[src/rtl/uart_rx_fifo.sv]
// 8N1 UART receiver with a first-word-fall-through receive FIFO.
// Define UART_RX_MAJORITY_EN for 2-of-3 majority bit sampling around mid-bit.
module uart_rx_fifo #(
    parameter int unsigned UART_CLK_DIV = 434,
    parameter int unsigned FIFO_ASIZE   = 4
) (
    input  logic       clk,
    input  logic       rst_n,
    input  logic       i_uart_rx,
    input  logic       rreq,
    output logic       rgnt,
    output logic [7:0] rdata,
    output logic       frame_err,
    output logic       overflow
);

    localparam int unsigned CycW  = $clog2(UART_CLK_DIV);
    localparam int unsigned Depth = 2 ** FIFO_ASIZE;
    localparam int unsigned Half  = UART_CLK_DIV / 2;
    localparam logic [CycW-1:0] CycLast = CycW'(UART_CLK_DIV - 1);

    typedef enum logic [1:0] {StIdle, StStart, StData, StStop} state_e;

    logic                  sync1_q, sync2_q, prev_q;
    logic [1:0]            fill_q;
    logic                  armed_q;
    logic                  fall;
    logic                  bit_val;
    logic                  is_dec;
    state_e                state_q, state_d;
    logic [CycW-1:0]       cyc_q, cyc_d;
    logic [2:0]            bit_q, bit_d;
    logic [7:0]            shift_q, shift_d;
    logic                  push;
    logic [FIFO_ASIZE-1:0] wr_q, rd_q;
    logic                  overflow_q;
    logic                  empty, full;
    logic [7:0]            mem [Depth];

    // armed_q waits until the synchronizer holds a real post-reset high, so a line
    // held low through reset release never looks like a start edge.
    always_ff @(posedge clk) begin
        if (!rst_n) begin
            sync1_q <= 1'b1;
            sync2_q <= 1'b1;
            prev_q  <= 1'b1;
            fill_q  <= 2'b00;
            armed_q <= 1'b0;
        end else begin
            sync1_q <= i_uart_rx;
            sync2_q <= sync1_q;
            prev_q  <= sync2_q;
            fill_q  <= {fill_q[0], 1'b1};
            if (fill_q[1] && sync2_q) begin
                armed_q <= 1'b1;
            end
        end
    end

    assign fall = armed_q & prev_q & ~sync2_q;

`ifdef UART_RX_MAJORITY_EN
    localparam logic [CycW-1:0] CycEarly = CycW'(Half - 1);
    localparam logic [CycW-1:0] CycMid   = CycW'(Half);
    localparam logic [CycW-1:0] CycDec   = CycW'(Half + 1);

    logic early_q, mid_q;

    always_ff @(posedge clk) begin
        if (!rst_n) begin
            early_q <= 1'b1;
            mid_q   <= 1'b1;
        end else begin
            if (cyc_q == CycEarly) early_q <= sync2_q;
            if (cyc_q == CycMid)   mid_q   <= sync2_q;
        end
    end

    assign bit_val = (early_q & mid_q) | (early_q & sync2_q) | (mid_q & sync2_q);
`else
    localparam logic [CycW-1:0] CycDec = CycW'(Half);

    assign bit_val = sync2_q;
`endif

    assign is_dec = (cyc_q == CycDec);

    always_ff @(posedge clk) begin
        if (!rst_n) begin
            state_q <= StIdle;
            cyc_q   <= '0;
            bit_q   <= '0;
            shift_q <= '0;
        end else begin
            state_q <= state_d;
            cyc_q   <= cyc_d;
            bit_q   <= bit_d;
            shift_q <= shift_d;
        end
    end

    always_comb begin
        state_d   = state_q;
        cyc_d     = cyc_q;
        bit_d     = bit_q;
        shift_d   = shift_q;
        push      = 1'b0;
        frame_err = 1'b0;
        unique case (state_q)
            StIdle: begin
                cyc_d = '0;
                if (fall) state_d = StStart;
            end
            StStart: begin
                cyc_d = cyc_q + CycW'(1);
                if (is_dec && bit_val) begin
                    state_d = StIdle;
                    cyc_d   = '0;
                end else if (cyc_q == CycLast) begin
                    state_d = StData;
                    cyc_d   = '0;
                    bit_d   = '0;
                end
            end
            StData: begin
                cyc_d = cyc_q + CycW'(1);
                if (is_dec) shift_d = {bit_val, shift_q[7:1]};
                if (cyc_q == CycLast) begin
                    cyc_d = '0;
                    if (bit_q == 3'd7) state_d = StStop;
                    else               bit_d   = bit_q + 3'd1;
                end
            end
            StStop: begin
                cyc_d = cyc_q + CycW'(1);
                // Leave mid-stop so a following start bit is caught without delay.
                if (is_dec) begin
                    state_d   = StIdle;
                    cyc_d     = '0;
                    push      = bit_val;
                    frame_err = ~bit_val;
                end
            end
            default: state_d = StIdle;
        endcase
    end

    assign empty    = (wr_q == rd_q);
    assign full     = ((wr_q + FIFO_ASIZE'(1)) == rd_q);
    assign rgnt     = rreq & ~empty;
    assign rdata    = empty ? 8'h00 : mem[rd_q];
    assign overflow = overflow_q;

    // Fullness is judged before any same-cycle pop.
    always_ff @(posedge clk) begin
        if (!rst_n) begin
            wr_q       <= '0;
            rd_q       <= '0;
            overflow_q <= 1'b0;
        end else begin
            if (push) begin
                if (full) overflow_q <= 1'b1;
                else      wr_q       <= wr_q + FIFO_ASIZE'(1);
            end
            if (rgnt) rd_q <= rd_q + FIFO_ASIZE'(1);
        end
    end

    always_ff @(posedge clk) begin
        if (rst_n && push && !full) begin
            mem[wr_q] <= shift_q;
        end
    end

endmodule

[config.mk]
export PLATFORM = sky130hd
export DESIGN_NAME = uart_rx_fifo
export DESIGN_NICKNAME = d
export VERILOG_FILES = /design/src/rtl/uart_rx_fifo.sv
export SDC_FILE = /design/constraint.sdc
export NUM_CORES = 1
export LEC_CHECK = 0
export ABC_AREA = 1
export CORE_MARGIN = 4
export CORE_UTILIZATION = 49
export CTS_CLUSTER_SIZE = 14
export DETAILED_ROUTE_END_ITERATION = 8
export PLACE_DENSITY = 0.64
export SLEW_MARGIN = 20
export SYNTH_ARGS = -nofsm -noshare
export SYNTH_HDL_FRONTEND = slang
export SYNTH_SLANG_ARGS = --single-unit
export TNS_END_PERCENT = 1
[constraint.sdc]
create_clock -name clk -period 3.1 [get_ports clk]
set_clock_uncertainty 0.05 [all_clocks]
set_input_delay 0.31 -clock clk [delete_from_list [all_inputs] [get_ports clk]]
set_output_delay 0.31 -clock clk [all_outputs]
set_load 0.005 [all_outputs]
-- After elaboration in Yosys (flattened, before gate mapping)
Memory sizes are Yosys's and may differ from the RTL's. A register that Yosys moved wholly into a read port is not among the register bits.
Index checks and enable logic that the tools add are counted.
- flip-flop bits (word level): 37
- bits in latches: 0
- memory bits (writable): 128
- bits in read-only memories: 0
- input bits: 4
- output and inout bits: 11
- logic and storage cells: 78
- memories: 1
- add/subtract/negate cells: 4
- multipliers: 0
- div/mod/pow operators: 0
- magnitude comparators: 0
- eq/ne operators: 16
- shift-type cells: 0
- multiplexer cells: 26
- bitwise gates (word level): 6
- reductions and logical operators: 12
- memory list (name ; words ; width ; rd ports ; clocked after Yosys merged registers in ; write ports ; RTL line ; text):
    mem ; 16 ; 8 ; 1 ; 1 ; 1 ; 38 ; logic [7:0] mem [Depth];
- operator list (kind ; count):
    $pmux 9 s4 ; 1
    $mux 9 ; 3
    $ne 2x2->1 const B ; 7
    $mux 2 ; 6
    $mux 3 ; 4
    $reduce_and 5->1 ; 2
    $add 9x1->9 const B ; 1
    $eq 9x8->1 const B ; 1
    $eq 9x9->1 const B ; 1
    $add 4x1->4 const B ; 2
    $eq 4x4->1 ; 2
    $mux 4 ; 2
    $mux 8 ; 1
    $pmux 2 s4 ; 1
    $mux 1 ; 7
    $pmux 3 s2 ; 1
    $reduce_and 2->1 ; 3
    $eq 2x2->1 const B ; 2
    $logic_and 1x1->1 ; 4
    $add 3x1->3 const B ; 1
    $and 1x1->1 ; 3
    $eq 3x3->1 const B ; 1
    $ne 3x3->1 const B ; 1
    $not 1->1 ; 3
    other kinds (4) ; 4

-- Depth between registers and ports, before layout
Gate-level depths: netlist (run 1).
- word-level depth: 7
- gate-level depth with buffers: 11
- mapped depth without buffers: 11

-- Worst setup path before layout (run 1)
Ideal clock, no wire load.
- path type: register to register
- start point: register wr_q[0]
- end point: memory mem[0][0], enable pin
- library setup time: 0.370 ns
- arrival: 1.836 ns
- required time: 2.680 ns
- setup slack: 0.843 ns
- stages on the path, launching flop included: 10
- path buffers: 0
- clock period less this slack: 2.257 ns
- cells stage by stage: dfxtp_1 inv_1 ha_1 xnor2_1 and2_1 nand3_2 nand2_4 nor2_8 nand2_4 nor2_1
- longest elaborated chain between the ends: 6
- RTL lines (element ; RTL line ; text):
    start: declaration ; 35 ; logic [FIFO_ASIZE-1:0] wr_q, rd_q;
    start signal: assignment ; 163 ; else wr_q <= wr_q + FIFO_ASIZE'(1);
    $add 4x1->4 ; 149 ; assign full = ((wr_q + FIFO_ASIZE'(1)) == rd_q);
    $eq 4x4->1 ; 149 ;
    $logic_not 1->1 ; 170 ; if (rst_n && push && !full) begin
    $logic_and 1x1->1 ; 170 ;
    $mux 1 ; 170 ;
    $mux 1 (implied by the code) ; 171 ; mem[wr_q] <= shift_q;
    end: declaration ; 38 ;
Parallel ways exist; a longest one is shown, timed or not.

==> results of run 1 <==
-- cell type report --
type / instances / area (sq um) / area share, %
clock buffers: 27 / 526 / 6.48
well taps: 180 / 225 / 2.78
flip-flops and latches: 169 / 4670 / 57.6
clock inverters: 5 / 36.3 / 0.448
repair buffers: 35 / 335 / 4.14
inverters: 46 / 175 / 2.16
multi-input cells: 370 / 2140 / 26.4
-- flip-flops by register name, indices dropped and copies added, names as in the netlist, named ones only --
register	flops
state_q	1
fill_q	2
rd_q	4
sync1_q	1
armed_q	1
prev_q	1
bit_q	3
cyc_q	9
wr_q	4
mem	128
overflow	1
shift_q	8
bit_val	1
-- Yosys cell counts, drive strengths merged --
| cell type | n |
|---|---|
| nand3b | 1 |
| o21ai | 46 |
| dfxtp | 41 |
| xnor2 | 8 |
| buf | 14 |
| nand2 | 47 |
| nand4 | 2 |
| or2 | 2 |
| xor2 | 8 |
| o221ai | 32 |
| nor4 | 1 |
| a21oi | 27 |
| ha | 9 |
| inv | 45 |
| nand3 | 32 |
| clkbuf | 16 |
| nor2 | 116 |
| o21bai | 32 |
| nor3 | 3 |
| edfxtp | 128 |
| a31oi | 3 |
| clkinv | 1 |
| and2 | 1 |
-- metrics by stage --
| step | setup slack (ps) | cells | area (sq um) | hold slack, ps |
|---|---|---|---|---|
| 6_report | 246 | 832 | 8110 | 360 |
| 2_1_floorplan | 843 | 615 | 7120 | 288 |
| 4_1_cts | 125 | 832 | 8100 | 365 |
| 3_5_place_dp | 449 | 800 | 7540 | 350 |
| 3_3_place_gp | 438 | 800 | 7540 | 343 |
| 5_1_grt | 75.8 | 832 | 8110 | 375 |
-- worst paths after layout --
| path | to | slack (ps) | depth (start not counted) |
|---|---|---|---|
| worst max-delay path | rdata[2] | 250 | 6 |
| worst min-delay path | bit_val$_SDFF_PN1_ | 360 | 1 |
| worst max register to register | mem[3][3]$_DFFE_PP_ | 430 | 9 |
| worst min register to register | bit_val$_SDFF_PN1_ | 360 | 1 |
-- layer usage --
layer,GRT usage [%],vias up,routed length [um]
met5,0,-,0
met4,5.56,0,208
met3,4.82,20,810
met2,30.6,142,7330
met1,26.2,2262,6700
li1,-,2223,-
-- critical path, cell delays in order (launching register included) --
cell	delay (ps)
dfxtp_1	350
buf_12	250
o21ai_0	140
o221ai_1	420
nand3_1	130
a21oi_1	230
clkdlybuf4s50_1	540
-- cell families (layout without fill, tap and decap cells) --
| group | count (synthesis) | in the layout | share of synthesized area, % |
|---|---|---|---|
| adders and majority gates | 9 | 9 | 1.58 |
| xor gates and xnor gates | 16 | 16 | 2.18 |
| AOI/OAI and AO/OA | 140 | 140 | 12.7 |
| and+or+nand+nor | 205 | 205 | 13.6 |
| buffers and inverters | 76 | 113 | 4.46 |
| DFF | 169 | 169 | 65.5 |
-- power by group --
part	total [mW]	leakage [nW]	internal (mW)	switching, mW
logic	0.437	1.11	0.182	0.255
clock network	1.98	0.272	1.17	0.816
registers	2.46	1.75	2.43	0.0315
==> impl_metrics.tcl, run 1 <==
set metrics [dict create \
    post_cts_buffers 0 \
    synth_cell_type_count 36 \
    layout_commonest_cell "edfxtp_1" \
    drive_above_1_share_pct 12.3 \
    grt_pass1_vias 4421 \
    grt_max_degree 65 \
    num_io_pins 15 \
    worst_pin_slew_ps 823 \
    num-fill-cells 1116 \
    start_kind "register" \
    cp.arrival_ps 2490 \
    rsz0062_at_grt "no" \
    yosys-top-cells-area "edfxtp_1 (54%), dfxtp_1 (12%), nor2_1 (5.7%)" \
    p_per_area_mw_per_mm2 602 \
    vias 4647 \
    drc 0 \
    diodes 0 \
    clk_path_buf_depth 2 \
    gp_congestion 0.907 \
    p_leak_nw 3.13 \
    cts_tree "built" \
    critPathMaxFanout 64 \
    core-area_sq_mm 0.0140 \
    dpl.hpwl_mm 9.63 \
    ys_seq_area_share_pct 65.5 \
    worstPathRequired_ps 2740 \
    die_area_sq_mm 0.0165 \
    cts.clk_slew.worst_paths_ps 60 \
    clock-sinks 169 \
    finalMaxSlewViolations 0 \
    area_growth_pct 13.8 \
    synth_top_area_share_pct 54.0 \
    antenna_found_initial 0 \
    h-tree-depth 4 \
    maxSlewHeadroom_pct 44.9 \
    synth_warnings 0 \
    final_cell_mix "edfxtp_1 (128), nor2_1 (108), o21ai_0 (46), dfxtp_1 (40), inv_1 (39)" \
    placementRows 43 \
    finalHoldViolCount 0 \
    insertion_delay_ps 430 \
    die_w_um 129 \
    timing.rr.start "wr_q[0]$_SDFFE_PN0P_" \
    synth_top_area_cell "edfxtp_1" \
    postCtsHoldBufs 0 \
    vias_per_cell 5.59 \
    synth_area_per_cell_sq_um 11.6 \
    status "complete, no violations" \
    nNetsFinal 652 \
    drt-wirelength-per-cell_um 18.1 \
    start_util_pct 50.7 \
    fin_util_pct 57.7 \
    syn_inst 615 \
    drt-initial-drc-count 483 \
    setup_tns_ps 0 \
    firstDrtPassIters 5 \
    fin_crit_sh_pct 92.1 \
    numCtsBuffers 17 \
    fmax_mhz 350 \
    syn_nets 628 \
    die_h_um 129 \
    grt_pass1_wl_mm 23.9 \
    p_total_mw 4.88 \
    synth.cell_area_sq_mm 0.00712 \
    post_cts_resized 0 \
    min_from "sync1_q$_SDFF_PN1_" \
    track_usage_pct 19.2 \
    antenna_left 0 \
    period_minus_slack_ps 2850 \
    endpoint_kind "primary output" \
    ir_drop_v 0.000365 \
    maxCapViolCount 0 \
    grt_remaining_overflow 0 \
    crit_type "reg2out" \
    cts_root_buffer "clkbuf_16" \
    finalSetupViolations 0 \
    ys_ff_latch 169 \
    min_path_type "reg2reg" \
    wl_mm 15.0 \
    portBuffers 14 \
]
Note: power is estimated with default switching activity, not from simulation.
==> inputs of run 2 (changes only) <==
Settings changed: PLACE_DENSITY 0.64 to 0.65.
==> run 2 against run 1 <==
  * Combinational power about the same
  * Design area up 0.82%
  * Largest power group unchanged
  * Register-to-register slack is essentially flat
==> impl_metrics.tcl, run 2 (synthesized netlist as in run 1, its figures left out) <==
set metrics [dict create \
    status "complete, no violations" \
    nNetsFinal 653 \
    grt_pass1_wl_mm 24.4 \
    min_path_type "reg2reg" \
    rsz0062_at_grt "no" \
    fmax_mhz 352 \
    r2r-end "mem[3][1]$_DFFE_PP_" \
    start_util_pct 50.7 \
    top_register "mem" \
    fin_crit_sh_pct 91.8 \
    rr_worst_depth 9 \
    portBuffers 14 \
    placementRows 43 \
    finalHoldViolCount 0 \
    start_kind "register" \
    diodes 0 \
    post-place-ws_ps 469 \
    die_h_um 129 \
    maxCapViolCount 0 \
    setup_tns_ps 0 \
    p_per_area_mw_per_mm2 641 \
    worst_slack_ps 256 \
    fin_util_pct 58.2 \
    hold-path-endpoint "fill_q[1]$_SDFF_PN0_" \
    cp.arrival_ps 2480 \
    timing.rr.start "wr_q[0]$_SDFFE_PN0P_" \
    wl_mm 15.3 \
    num_io_pins 15 \
    drt-wirelength-per-cell_um 18.4 \
    final_cell_mix "edfxtp_1 (128), nor2_1 (108), o21ai_0 (46), dfxtp_1 (40), inv_1 (39)" \
    crit_type "reg2out" \
    maxSlewHeadroom_pct 45.0 \
    die_w_um 129 \
    worstPathRequired_ps 2740 \
    layout_commonest_cell "edfxtp_1" \
    drt-initial-drc-count 527 \
    area_growth_pct 14.7 \
    min_from "fill_q[0]$_DFF_P_" \
    numCtsBuffers 17 \
    drive_above_1_share_pct 12.9 \
    cp_slowest_cell "clkdlybuf4s50_1" \
    cts_tree "built" \
    instances_no_fill 833 \
    vias_per_cell 5.58 \
    cts_root_buffer "clkbuf_16" \
    ir_drop_v 0.000408 \
    dpl.hpwl_mm 9.59 \
    core-area_sq_mm 0.0140 \
    placed_area_sq_mm 0.00751 \
    r2r_slack_ps 430 \
    critPathMaxFanout 49 \
    largestRegisters "mem (128), cyc_q (9), shift_q (8)" \
    post_cts_buffers 0 \
    period_minus_slack_ps 2840 \
    cts.clk_slew.worst_paths_ps 60 \
    largest_reg_flops 128 \
    worst_pin_slew_ps 822 \
    insertion_delay_ps 420 \
    die_area_sq_mm 0.0165 \
    h-tree-depth 4 \
    path_cells "buf_6 -> buf_4 -> o21ai_0 -> o221ai_1 -> nand3_1 -> a21oi_1 -> clkdlybuf4s50_1" \
    grt_pass1_vias 4549 \
    clock-sinks 169 \
    finalSetupViolations 0 \
    hold_path_depth 2 \
    holdWs_ps 365 \
    firstDrtPassIters 5 \
    p_leak_nw 3.16 \
    clk_path_buf_depth 2 \
    antenna_left 0 \
    p_total_mw 5.24 \
    stdcell_area_sq_mm 0.00817 \
    track_usage_pct 19.5 \
    gp_congestion 0.816 \
    endpoint_kind "primary output" \
    grt_remaining_overflow 0 \
    grt_max_degree 50 \
    vias 4644 \
    antenna_found_initial 0 \
    drc 0 \
    finalMaxSlewViolations 0 \
    max_stage_delay_ps 520 \
    place_inst 801 \
]
run 2: metal layers:
layer	up-vias	GRT usage, %	wire length, um
met1	2251	27.4	6960
met4	0	7.60	326
met2	147	30.1	7170
met3	23	4.07	865
met5	-	0	0
li1	2223	-	-
run 2: final cells by class:
| class | count | area, sq um |
|---|---|---|
| multi-input cells | 370 | 2140 |
| clock buffers | 20 | 437 |
| flip-flops and latches | 169 | 4670 |
| inverters | 46 | 173 |
| repair buffers | 36 | 309 |
| fillers | 1114 | 5870 |
| clock inverters | 12 | 223 |
| well taps | 180 | 225 |
run 2: repair_timing:
action | CTS | global route
endpoints found under the setup margin | 0 | 3
gates resized for setup | 0 | 1
hold buffers | 0 | 0
run 2: worst max path at each step:
| stage | start | to | cells past startpoint | slack [ps] |
|---|---|---|---|---|
| after CTS | register | rdata[5] | 7 | 160 |
| after global routing | register | rdata[5] | 7 | 30 |
| after global placement | wr_q[0]$_SDFFE_PN0P_ | mem[3][2]$_DFFE_PP_ | 9 | 530 |
| after floorplan | wr_q[0]$_SDFFE_PN0P_ | mem[0][0]$_DFFE_PP_ | 9 | 840 |
| after detailed placement | wr_q[0]$_SDFFE_PN0P_ | mem[3][2]$_DFFE_PP_ | 9 | 470 |
| final | register | rdata[1] | 7 | 260 |
run 2: worst max-delay path: cells and delay by family, from the launching register on:
family                 cells  cell delay (ps)
AOI/OAI and AO/OA          3              490
buffers and inverters      3             1080
DFF                        1              330
and+or+nand+nor            1              100
run 2: report_power, final:
group / leakage (nW) / total, mW / internal, mW / switching [mW]
combinational: 1.11 / 0.438 / 0.176 / 0.261
clock: 0.302 / 2.35 / 1.51 / 0.838
sequential: 1.75 / 2.45 / 2.43 / 0.0242
total: 3.16 / 5.24 / 4.12 / 1.12
==> inputs of run 3 (changes only) <==
--- a/config.mk
+++ b/config.mk
@@ -13,2 +13,3 @@
 export PLACE_DENSITY = 0.65
+export SETUP_SLACK_MARGIN = 0.1
 export SLEW_MARGIN = 20
==> constraint.sdc (replaced) <==
create_clock -name clk -period 3.1 [get_ports clk]
set_clock_uncertainty 0.05 [all_clocks]
set_input_delay 0.62 -clock clk [delete_from_list [all_inputs] [get_ports clk]]
set_output_delay 0.62 -clock clk [all_outputs]
set_load 0.005 [all_outputs]
==> run 3 against run 2 <==
  * Via count up 1.4%
  * Utilization up 0.49 points
  * Global-route usage up 1.5 points
  * Sequential share of layout area down 0.42 points
  * Largest cell class unchanged
  * Sequential power about the same
  * Setup slack worse by 180 ps
==> impl_metrics.tcl, run 3 (synthesized netlist as in run 1, its figures left out) <==
set metrics [dict create \
    status "complete, no violations" \
    antenna_left 0 \
    gp_congestion 0.825 \
    p_leak_nw 3.19 \
    postCtsHoldBufs 0 \
    cts.clk_slew.worst_paths_ps 60 \
    start_kind "register" \
    area_growth_pct 15.7 \
    start_util_pct 50.7 \
    largestRegisters "mem (128), cyc_q (9), shift_q (8)" \
    period_minus_slack_ps 3020 \
    layout_commonest_cell "edfxtp_1" \
    worst_pin_slew_ps 814 \
    drc 0 \
    nNetsFinal 656 \
    route.met3.wl_um 870 \
    cts_tree "built" \
    placementRows 43 \
    insertion_delay_ps 430 \
    cp.arrival_ps 2350 \
    cp_slowest_cell "clkdlybuf4s50_1" \
    worst_slack_ps 78.4 \
    drive_above_1_share_pct 15.9 \
    p_per_area_mw_per_mm2 597 \
    num_io_pins 15 \
    endpoint_kind "primary output" \
    finalHoldViolCount 0 \
    place_inst 803 \
    worstPathRequired_ps 2430 \
    cts_root_buffer "clkbuf_16" \
    grt_remaining_overflow 0 \
    numCtsBuffers 17 \
    maxCapViolCount 0 \
    instances_no_fill 836 \
    largest_reg_flops 128 \
    multiInputGateArea_sq_mm 0.00223 \
    grt_pass1_wl_mm 26.3 \
    wl_met1_mm 7.05 \
    finalMaxSlewViolations 0 \
    track_usage_pct 21.0 \
    die_area_sq_mm 0.0165 \
    rsz0062_at_grt "yes" \
    die_w_um 129 \
    vias_per_cell 5.63 \
    drt-initial-drc-count 420 \
    num-fill-cells 1123 \
    wl_mm 16.0 \
    routed.top_layer "met4" \
    dpl.hpwl_mm 10.1 \
    die_h_um 129 \
    ir_drop_v 0.000430 \
    clock-sinks 169 \
    post-place-ws_ps 409 \
    crit_type "reg2out" \
    grt_pass1_vias 4975 \
    fin_crit_sh_pct 97.5 \
    min_path_type "reg2reg" \
    portBuffers 14 \
    maxSlewHeadroom_pct 45.7 \
    drt-wirelength-per-cell_um 19.2 \
    clk_path_buf_depth 2 \
    grt_max_degree 41 \
    antenna_found_initial 0 \
    fmax_mhz 331 \
    setup_tns_ps 0 \
    critPathMaxFanout 32 \
    h-tree-depth 4 \
    wl_met2_mm 7.83 \
    finalSetupViolations 0 \
    vias 4709 \
    diodes 0 \
    firstDrtPassIters 7 \
    regArea_sq_mm 0.00467 \
    core-area_sq_mm 0.0140 \
    post_cts_buffers 0 \
    max_stage_delay_ps 550 \
    top_register "mem" \
    final_cell_mix "edfxtp_1 (128), nor2_1 (108), o21ai_0 (46), inv_1 (39), dfxtp_1 (38)" \
    path_cells "bufbuf_16 -> o21bai_1 -> o221ai_2 -> nand3_1 -> a21oi_1 -> clkdlybuf4s50_1" \
]
==> run 3: worst paths after layout <==
check / endpoint / startpoint / cells past startpoint / slack, ps
hold reg to reg: bit_val$_SDFF_PN1_ / sync1_q$_SDFF_PN1_ / 1 / 360
setup / recovery: rdata[5] / register / 6 / 80
hold / removal: bit_val$_SDFF_PN1_ / sync1_q$_SDFF_PN1_ / 1 / 360
setup reg to reg: mem[4][5]$_DFFE_PP_ / wr_q[0]$_SDFFE_PN0P_ / 9 / 510
==> run 3: worst max-delay path, delay by kind of cell, from the launching register on <==
| family | cells | cell delay, ps |
|---|---|---|
| AOI/OAI and AO/OA | 3 | 540 |
| buffers and inverters | 2 | 870 |
| and+or+nand+nor | 1 | 130 |
| DFF | 1 | 370 |
==> run 3: layout make-up <==
| type | instances | share of cell area, % |
|---|---|---|
| Timing Repair Buffer | 39 | 4.77 |
| Tap cell | 180 | 2.73 |
| Clock inverter | 15 | 1.55 |
| Multi-Input combinational cell | 370 | 27.0 |
| Sequential cell | 169 | 56.7 |
| Inverter | 46 | 2.10 |
| Clock buffer | 17 | 5.16 |
==> run 3: timing repair <==
action / CTS / global route
pin swaps: 5 / 3
resized for setup: 18 / 6
hold endpoints to repair: 0 / 0
setup endpoints to repair: 8 / 7
cloned: 1 / 0
==> run 3: metal layers <==
metal / vias to the layer above / GRT usage, %
met2: 145 / 33.8
met1: 2305 / 28.0
met4: 0 / 7.91
li1: 2235 / -
met3: 24 / 4.73
met5: - / 0
==> run 3: power breakdown <==
group	internal (mW)	total [mW]	switching (mW)
clock	1.10	1.98	0.876
sequential	2.43	2.46	0.0314
combinational	0.195	0.477	0.282
total	3.73	4.92	1.19
==> run 3: metrics by stage <==
stage	power (mW)	utilization [%]	instance area, sq um	hold WS [ps]
floorplan	2.80	-	7120	340
global placement	2.93	53.8	7550	345
detailed placement	2.95	53.8	7550	348
CTS	4.94	58.5	8220	363
global route	5.12	58.7	8240	410
finish	4.92	58.7	8240	362
